<file path="src/rtl/dcache_ctrl_if.sv">
// Interfaces for dcache_ctrl.
//   dcache_req_if : memory-stage MMIO request channel (master = memory stage,
//                   slave = cache controller).
//   dcache_bus_if : external single-word memory bus (master = cache
//                   controller, slave = memory / bus fabric).

interface dcache_req_if #(
    parameter int ADDR_W = 32,
    parameter int DATA_W = 32
);
    logic              req_pulse;
    logic              rw;
    logic [ADDR_W-1:0] addr;
    logic [DATA_W-1:0] data_write;
    logic [DATA_W-1:0] data_read;
    logic              dack;

    modport master (
        output req_pulse, rw, addr, data_write,
        input  data_read, dack
    );

    modport slave (
        input  req_pulse, rw, addr, data_write,
        output data_read, dack
    );
endinterface

interface dcache_bus_if #(
    parameter int ADDR_W = 32,
    parameter int DATA_W = 32
);
    logic              bus_req;
    logic              bus_we;
    logic [ADDR_W-1:0] bus_addr;
    logic [DATA_W-1:0] bus_wdata;
    logic [DATA_W-1:0] bus_rdata;
    logic              bus_ack;

    modport master (
        output bus_req, bus_we, bus_addr, bus_wdata,
        input  bus_rdata, bus_ack
    );

    modport slave (
        input  bus_req, bus_we, bus_addr, bus_wdata,
        output bus_rdata, bus_ack
    );
endinterface

</file>
<file path="src/rtl/dcache_ctrl.sv">
// dcache_ctrl: direct-mapped, write-through, no-write-allocate data cache
// with a single-word external bus controller.
//   - Read hits complete combinationally in the request cycle.
//   - Read misses and all writes run one bus transaction; dack is raised in
//     the cycle the bus acknowledges.
// Optional feature macro: DCACHE_UNCACHED_EN
//   When defined, addresses with addr[31:28] == 4'hF bypass the cache:
//   reads never hit and never fill, writes never update a line.

module dcache_ctrl #(
    parameter int INDEX_BITS = 4,
    parameter int ADDR_W     = 32,
    parameter int DATA_W     = 32
) (
    input  logic         clk,
    input  logic         rst,
    dcache_req_if.slave  req,
    dcache_bus_if.master bus
);

    localparam int LINES = 1 << INDEX_BITS;
    localparam int TAG_W = ADDR_W - INDEX_BITS - 2;

`ifdef DCACHE_UNCACHED_EN
    localparam bit UNCACHED_EN = 1'b1;
`else
    localparam bit UNCACHED_EN = 1'b0;
`endif

    typedef enum logic [1:0] {
        IDLE    = 2'd0,
        RD_MISS = 2'd1,
        WR_THRU = 2'd2
    } state_t;

    // Top nibble 4'hF is the MMIO window when the uncached feature is built in.
    function automatic logic is_uncached(input logic [ADDR_W-1:0] a);
        return UNCACHED_EN && (a[ADDR_W-1 -: 4] == 4'hF);
    endfunction

    state_t              state_q, state_d;
    logic                bus_req_q, bus_req_d;
    logic                bus_we_q, bus_we_d;
    logic [ADDR_W-1:0]   bus_addr_q, bus_addr_d;
    logic [DATA_W-1:0]   bus_wdata_q, bus_wdata_d;
    logic [LINES-1:0]    valid_q, valid_d;

    // Tag and data storage carry no reset; valid_q alone qualifies them.
    logic [TAG_W-1:0]    tag_arr  [LINES];
    logic [DATA_W-1:0]   data_arr [LINES];

    logic [INDEX_BITS-1:0] req_idx, lat_idx;
    logic [TAG_W-1:0]      req_tag, lat_tag;
    logic                  hit_live;
    logic                  lat_hit;
    logic                  fill_en;
    logic                  upd_en;
    logic                  dack_c;
    logic [DATA_W-1:0]     data_read_c;

    // Byte-offset bits carry no information for a word cache.
    logic unused_addr_lsb;
    assign unused_addr_lsb = ^req.addr[1:0];

    // Live request lookup uses the memory stage's address; completion-time
    // lookup uses the address latched into the bus register.
    assign req_idx = req.addr[INDEX_BITS+1:2];
    assign req_tag = req.addr[ADDR_W-1:INDEX_BITS+2];
    assign lat_idx = bus_addr_q[INDEX_BITS+1:2];
    assign lat_tag = bus_addr_q[ADDR_W-1:INDEX_BITS+2];

    assign hit_live = valid_q[req_idx] && (tag_arr[req_idx] == req_tag)
                      && !is_uncached(req.addr);
    assign lat_hit  = valid_q[lat_idx] && (tag_arr[lat_idx] == lat_tag)
                      && !is_uncached(bus_addr_q);

    // Next-state, bus register and completion decode.
    always_comb begin
        state_d     = state_q;
        bus_req_d   = bus_req_q;
        bus_we_d    = bus_we_q;
        bus_addr_d  = bus_addr_q;
        bus_wdata_d = bus_wdata_q;
        valid_d     = valid_q;
        fill_en     = 1'b0;
        upd_en      = 1'b0;
        dack_c      = 1'b0;
        data_read_c = '0;

        unique case (state_q)
            IDLE: begin
                if (req.req_pulse) begin
                    if (req.rw) begin
                        if (hit_live) begin
                            dack_c      = 1'b1;
                            data_read_c = data_arr[req_idx];
                        end else begin
                            bus_req_d  = 1'b1;
                            bus_we_d   = 1'b0;
                            bus_addr_d = {req.addr[ADDR_W-1:2], 2'b00};
                            state_d    = RD_MISS;
                        end
                    end else begin
                        bus_req_d   = 1'b1;
                        bus_we_d    = 1'b1;
                        bus_addr_d  = {req.addr[ADDR_W-1:2], 2'b00};
                        bus_wdata_d = req.data_write;
                        state_d     = WR_THRU;
                    end
                end
            end

            RD_MISS: begin
                if (bus.bus_ack) begin
                    dack_c      = 1'b1;
                    data_read_c = bus.bus_rdata;
                    fill_en     = !is_uncached(bus_addr_q);
                    bus_req_d   = 1'b0;
                    state_d     = IDLE;
                end
            end

            WR_THRU: begin
                if (bus.bus_ack) begin
                    dack_c    = 1'b1;
                    upd_en    = lat_hit;
                    bus_req_d = 1'b0;
                    bus_we_d  = 1'b0;
                    state_d   = IDLE;
                end
            end

            default: begin
                state_d = IDLE;
            end
        endcase

        if (fill_en) begin
            valid_d[lat_idx] = 1'b1;
        end

        // Nothing completes while reset is held; any array write is squashed too.
        if (rst) begin
            dack_c      = 1'b0;
            data_read_c = '0;
            fill_en     = 1'b0;
            upd_en      = 1'b0;
        end
    end

    // Control and bus registers; reset abandons any outstanding transaction.
    always_ff @(posedge clk) begin
        if (rst) begin
            state_q     <= IDLE;
            bus_req_q   <= 1'b0;
            bus_we_q    <= 1'b0;
            bus_addr_q  <= '0;
            bus_wdata_q <= '0;
            valid_q     <= '0;
        end else begin
            state_q     <= state_d;
            bus_req_q   <= bus_req_d;
            bus_we_q    <= bus_we_d;
            bus_addr_q  <= bus_addr_d;
            bus_wdata_q <= bus_wdata_d;
            valid_q     <= valid_d;
        end
    end

    // Line storage: read-miss fill writes tag and data, write-through hit
    // refreshes data only.
    always_ff @(posedge clk) begin
        if (fill_en) begin
            tag_arr[lat_idx]  <= lat_tag;
            data_arr[lat_idx] <= bus.bus_rdata;
        end else if (upd_en) begin
            data_arr[lat_idx] <= bus_wdata_q;
        end
    end

    assign req.dack      = dack_c;
    assign req.data_read = data_read_c;

    assign bus.bus_req   = bus_req_q;
    assign bus.bus_we    = bus_we_q;
    assign bus.bus_addr  = bus_addr_q;
    assign bus.bus_wdata = bus_wdata_q;

endmodule

</file>
<file path="src/flat_wrapper.sv">
// flat-port wrapper written by rule: the top's interface ports become plain ports
module dcache_ctrl_flat 
#(
    parameter int INDEX_BITS = 4,
    parameter int ADDR_W     = 32,
    parameter int DATA_W     = 32
)
  (clk, rst, req_req_pulse, req_rw, req_addr, req_data_write, req_data_read, req_dack, bus_bus_req, bus_bus_we, bus_bus_addr, bus_bus_wdata, bus_bus_rdata, bus_bus_ack);
  dcache_req_if #(.ADDR_W(ADDR_W), .DATA_W(DATA_W)) req_i ();
  dcache_bus_if #(.ADDR_W(ADDR_W), .DATA_W(DATA_W)) bus_i ();
  input  logic clk;
  input  logic rst;
  input wire logic [$bits(req_i.req_pulse)-1:0] req_req_pulse;
  input wire logic [$bits(req_i.rw)-1:0] req_rw;
  input wire logic [$bits(req_i.addr)-1:0] req_addr;
  input wire logic [$bits(req_i.data_write)-1:0] req_data_write;
  output wire logic [$bits(req_i.data_read)-1:0] req_data_read;
  output wire logic [$bits(req_i.dack)-1:0] req_dack;
  output wire logic [$bits(bus_i.bus_req)-1:0] bus_bus_req;
  output wire logic [$bits(bus_i.bus_we)-1:0] bus_bus_we;
  output wire logic [$bits(bus_i.bus_addr)-1:0] bus_bus_addr;
  output wire logic [$bits(bus_i.bus_wdata)-1:0] bus_bus_wdata;
  input wire logic [$bits(bus_i.bus_rdata)-1:0] bus_bus_rdata;
  input wire logic [$bits(bus_i.bus_ack)-1:0] bus_bus_ack;
  assign req_i.req_pulse = req_req_pulse;
  assign req_i.rw = req_rw;
  assign req_i.addr = req_addr;
  assign req_i.data_write = req_data_write;
  assign req_data_read = req_i.data_read;
  assign req_dack = req_i.dack;
  assign bus_bus_req = bus_i.bus_req;
  assign bus_bus_we = bus_i.bus_we;
  assign bus_bus_addr = bus_i.bus_addr;
  assign bus_bus_wdata = bus_i.bus_wdata;
  assign bus_i.bus_rdata = bus_bus_rdata;
  assign bus_i.bus_ack = bus_bus_ack;
  dcache_ctrl #(.INDEX_BITS(INDEX_BITS), .ADDR_W(ADDR_W), .DATA_W(DATA_W)) u_core (.clk(clk), .rst(rst), .req(req_i), .bus(bus_i));
endmodule
</file>
<file path="config.mk">
export PLATFORM = sky130hd
export DESIGN_NAME = dcache_ctrl_flat
export DESIGN_NICKNAME = d
export VERILOG_FILES = /design/src/rtl/dcache_ctrl_if.sv /design/src/rtl/dcache_ctrl.sv /design/src/flat_wrapper.sv
export SDC_FILE = /design/constraint.sdc
export NUM_CORES = 1
export LEC_CHECK = 0
export BUFFER_PORTS_ARGS = -buffer_cell sky130_fd_sc_hd__clkbuf_2
export CORE_MARGIN = 1.5
export CORE_UTILIZATION = 56
export CTS_CLUSTER_SIZE = 28
export DETAILED_ROUTE_END_ITERATION = 6
export PLACE_DENSITY = 0.77
export SLEW_MARGIN = 5
export SYNTH_ARGS = -nofsm -noshare
export SYNTH_HDL_FRONTEND = slang
export SYNTH_SLANG_ARGS = --single-unit
</file>
<file path="constraint.sdc">
create_clock -name clk -period 5.2 [get_ports clk]
set_input_delay 0.52 -clock clk [delete_from_list [all_inputs] [get_ports clk]]
set_output_delay 0.52 -clock clk [all_outputs]
set_load 0.02 [all_outputs]
</file>
---- Yosys cells after proc, flatten, opt, wreduce, memory -nomap -nowiden ----
Memories as Yosys holds them, arrays and structs flattened. A register that Yosys moved wholly into a read port is not among the register bits.
Index checks and enable logic that the tools add are counted.
word-level totals
  bits in registers ....................... 84
  bits in writable memories ............... 928
  input port bits ......................... 101
  output and inout bits ................... 99
  logic and storage cells ................. 82
  memories ................................ 2
operators by class
  order comparisons ....................... 3
  eq/ne operators ......................... 9
  mux-type cells .......................... 47
  bitwise gates (word level) .............. 3
  reductions and logical operators ........ 12
memories
  memory           depth  bits a word  rd ports  clocked after memory_dff  wr ports  RTL line           RTL
  u_core.data_arr  16     32           1         0                         1         dcache_ctrl.sv:50  logic [DATA_W-1:0] data_arr [LINES];
  u_core.tag_arr   16     26           2         1                         1         dcache_ctrl.sv:49  logic [TAG_W-1:0] tag_arr [LINES];
operators by type and width
  cell                                                   count
  two-way mux 32 bit                                     8
  one-hot mux 32 bit (2 select lines)                    1
  equality test 26 bit                                   2
  two-way mux 1 bit                                      25
  OR 16 bit                                              1
  < comparator 4 x 5 -> 1 bit, second input constant     2
  AND reduction 3 bit                                    3
  binary-select mux 1 bit (select 4 bit)                 2
  two-way mux 2 bit                                      4
  two-way mux 4 bit                                      2
  AND reduction 4 bit                                    2
  inequality test 2 bit, second input constant           3
  one-hot mux 1 bit (2 select lines)                     3
  demux 1 bit (select 4 bit)                             1
  >= comparator 4 x 1 -> 1 bit, second input constant    1
  one-hot mux 2 bit (2 select lines)                     1
  nonzero test 2 bit                                     2
  logical AND 1 bit                                      3
  inequality test 3 bit, second input constant           1
  equality test 2 x 1 -> 1 bit, second input constant    1
  equality test 2 bit, second input constant             1
  logical NOT 2 bit                                      1
  inequality test 2 x 1 -> 1 bit, second input constant  1
  OR reduction 2 bit                                     1
  other kinds (2)                                        2

---- Longest topological paths before layout ----
  depth after elaboration ................. 10
  gate-level depth with buffers ........... 15

---- Worst setup path before layout ----
Ideal clock, no wire load.
  kind .................................... flip-flop to flip-flop
  from .................................... reg with a tool-made name
  to ...................................... mem u_core.data_arr[14][0], enable pin
  library setup time ...................... 0.421 ns
  arrival time ............................ 4.512 ns
  slack ................................... 0.267 ns
  cell stages (with the launch flop) ...... 11
  clock period less this slack ............ 4.933 ns
  cell sequence ........................... dfxtp_1 > buf_1 > clkbuf_1 > buf_1 > mux4_2 > mux4_2 > xor2_1 > nor4_1 > a31o_2 > nand3_1 > nor2_1
RTL lines
  what       RTL line
  to (decl)  dcache_ctrl.sv:50

==> run_results.csv <==
group,metric,value,unit
status,outcome,"finished, final reports clean",
floorplanning,design.core.area,0.0773,sq mm
power,power_leakage,0.0167,uW
setup_path,r2r.worst_path.cells,10,
synthesis,synth_cell_types,60,
cts,cts_tree,"yes",
placed_design,io_buffers,195,
power,vdd_ir_drop_max,0.000276,V
synthesis,syn_area,0.0437,sq mm
timing,worst_slew_margin_rel,19.3,%
routing,wl_per_cell,30.3,um
cts,clock_latency,700,ps
synthesis,synth_simple_gate_area_share,3.06,%
global_routing,grt.total_usage,27.9,%
setup_path,critPathLaunchType,"flip-flop",
global_routing,grt_pass1_wl,160,mm
cts,root_buffer,"clkbuf_16",
setup_path,critPathKind,"flip-flop to primary output",
placed_design,dp_hpwl,65.1,mm
run,maxCapViolCount,0,
timing,worst_pin_slew,1210,ps
global_routing,grt_max_degree,81,
timing,period_share,98.1,%
cts,cts_buffers,100,
layout,drive_above_1_share,36.4,%
synthesis,synth_compound_area_share,2.33,%
layout,layout_commonest_cell,"edfxtp_1",
floorplanning,die_y,282,um
routing,drc_errors,0,
routing,viasPerCell,6.62,
synthesis,synthMuxAreaShare,23.5,%
timing,hold_viol_final,0,
synthesis,syn_inst,2230,
floorplanning,dieArea,0.0798,sq mm
synthesis,synth_top_family_by_area,"multiplexers",
global_routing,overflow,0,
floorplanning,io_pins,200,
cts,clkTransAtPathRegs,60,ps
setup_path,ff2ff_setup_slack,650,ps
timing,slew_violations,0,
timing,setup_violations,0,
global_routing,antenna_found_initial,4,
synthesis,yosys_warnings,0,
synthesis,synth_largest_area_cell,"edfxtp_1",
layout,area_growth,14.9,%
synthesis,ys.flop_type,"edfxtp_1",
hold_path,holdPathStages,3,
timing,fmax,196,MHz
layout,final_cell_mix,"edfxtp_1 (928), mux4_2 (375), clkbuf_2 (191)",
setup_path,cp_max_fo,5,
routing,drtPass1Iterations,6,
synthesis,synth_fa_ha_area_share,0.114,%
routing,final_antenna_net_count,0,
layout,fin_util,64.9,%
synthesis,async_flop_share,0,%
setup_path,worst_setup_path_end_kind,"primary output",
synthesis,synth_xor_area_share,1.16,%
hold_path,hold_path.class,"input pin to flip-flop",
synthesis,synth.area.top_cells,"edfxtp_1 (64%), mux4_2 (19%), dfxtp_1 (3.9%)",
routing,vias,24001,
setup_path,critPathRequiredTime,4680,ps
timing,fin_worst_skew,49.9,ps
global_routing,first_global_vias,24576,
routing,routed_wl,110,mm
cts,holdBufCountCts,0,
routing,drt_iter0_drc,3221,
hold_path,hold-path-endpoint,"u_core.bus.bus_wdata[13]$_SDFFE_PP0P_",
setup_path,crit_arrival,4580,ps
power,p_per_area,358,mW/mm^2
timing,rsz0062_at_grt,"no",
floorplanning,start_util,56.5,%
cts,clockBufferDepth,3,
setup_path,timing.rr.end,"u_core.data_arr[6][2]$_DFFE_PP_",
floorplanning,rows,102,
synthesis,yosys.area.top_type_share,63.7,%
synthesis,yosysSeqAreaShare,67.7,%
synthesis,synth_edf_count,928,
hold_path,min-delay-start,"req_data_write[13]",
placed_design,place.gp.congestion,0.839,
timing,period_minus_slack,5100,ps
synthesis,synth_seq_cells,1014,
timing,finalSetupTns,0,ps
cts,htreeDepth,3,
cts,clkSinkCount,1014,
layout,nets,2606,
floorplanning,die_x,282,um
synthesis,synth.avg_cell_area,19.6,sq um
==> critical path: stages (launching register included) <==
cell and delay, ps:
edfxtp_1 390, mux4_2 460, mux2i_1 210, xnor2_1 110, nor4_1 320, buf_4 200, o211ai_1 140, or4_4 640
or3_1 380, or3_4 450, buf_4 200, o21ai_0 190, clkbuf_2 200
==> synthesized netlist by cell type (all sizes together) (2+ instances only) <==
library cell and number:
xor2 17, edfxtp 928, and3 4, a22oi 11, a221oi 9, or3 6
a31o 2, or4 2, a22o 8, a31oi 3, o211ai 3, and2 3
a211oi 2, nor2b 10, dfxtp 86, o22ai 17, nand3 8, nand2b 64
nor3 7, nor2 38, ha 4, nand4 10, o21ai 38, mux2 32
clkbuf 69, mux4 375, a21oi 39, nor4 5, nand2 110, inv 55
xnor2 41, o21a 3, mux2i 134, buf 75
==> per-stage QoR <==
stage	cell area (sq um)	total power (uW)	cells	worst slack (ps)	hold WS (ps)
floorplan	43700	10300	2231	267	459
global placement	46900	10800	3438	179	454
detailed placement	46900	10900	3438	164	460
CTS	50200	18000	3625	44.0	15.9
global route	50200	18400	3627	16.6	44.4
finish	50200	18000	3628	100	40.3
==> logic make-up after synthesis <==
family                     Yosys count
DFF                               1014
muxes                              541
and+or+nand+nor                    269
buffers and inverters              199
AOI/OAI and AO/OA                  144
xor gates and xnor gates            58
adders and majority gates            4
other                                1
==> per-layer routing <==
metal,vias to the layer above,track usage (%),wire [um]
met5,-,0,37
met2,1478,44.1,53400
met3,256,5.78,11600
met1,12539,38.8,40900
li1,9722,-,-
met4,6,10.3,3780
==> layout make-up <==
cell class	count	area, sq um
Clock inverter	61	668
Tap cell	1040	1300
Timing Repair Buffer	312	2380
Inverter	55	208
Fill cell	5002	27100
Multi-Input combinational cell	1018	13400
Clock buffer	126	2620
Sequential cell	1014	29600
Antenna cell	2	5.00
==> sequential cells by signal, indices dropped and copies added (netlist names), named ones only <==
name and flops:
u_core.data_arr 512, u_core.valid_q 16, u_core.state_q 2, u_core.bus.bus_addr 30, u_core.bus.bus_we 1, u_core.bus.bus_wdata 32
u_core.bus.bus_req 1, u_core.tag_arr 416
==> where the power goes <==
group	internal (uW)	total [uW]	switching, uW
combinational	688	1520	836
clock	4150	7260	3110
sequential	9020	9190	178
total	13800	18000	4130
==> what timing repair did <==
action	CTS	global route
gates resized for setup	0	2
setup endpoints to repair	0	32
setup buffers	0	1
==> worst max path at each step <==
stage                                           from                               end  slack (ps)  cells past startpoint
floorplan                                  flip-flop  u_core.data_arr[14][0]$_DFFE_PP_         270                     10
global placement                         req_addr[2]                  req_data_read[0]         180                     13
detailed placement                       req_addr[2]                  req_data_read[0]         160                     13
CTS                 u_core.tag_arr[15][25]$_DFFE_PP_                  req_data_read[0]          40                     11
global route        u_core.tag_arr[15][25]$_DFFE_PP_                  req_data_read[0]          20                     11
finish               u_core.tag_arr[3][19]$_DFFE_PP_                  req_data_read[0]         100                     12
(Power assumes the default switching activity.)
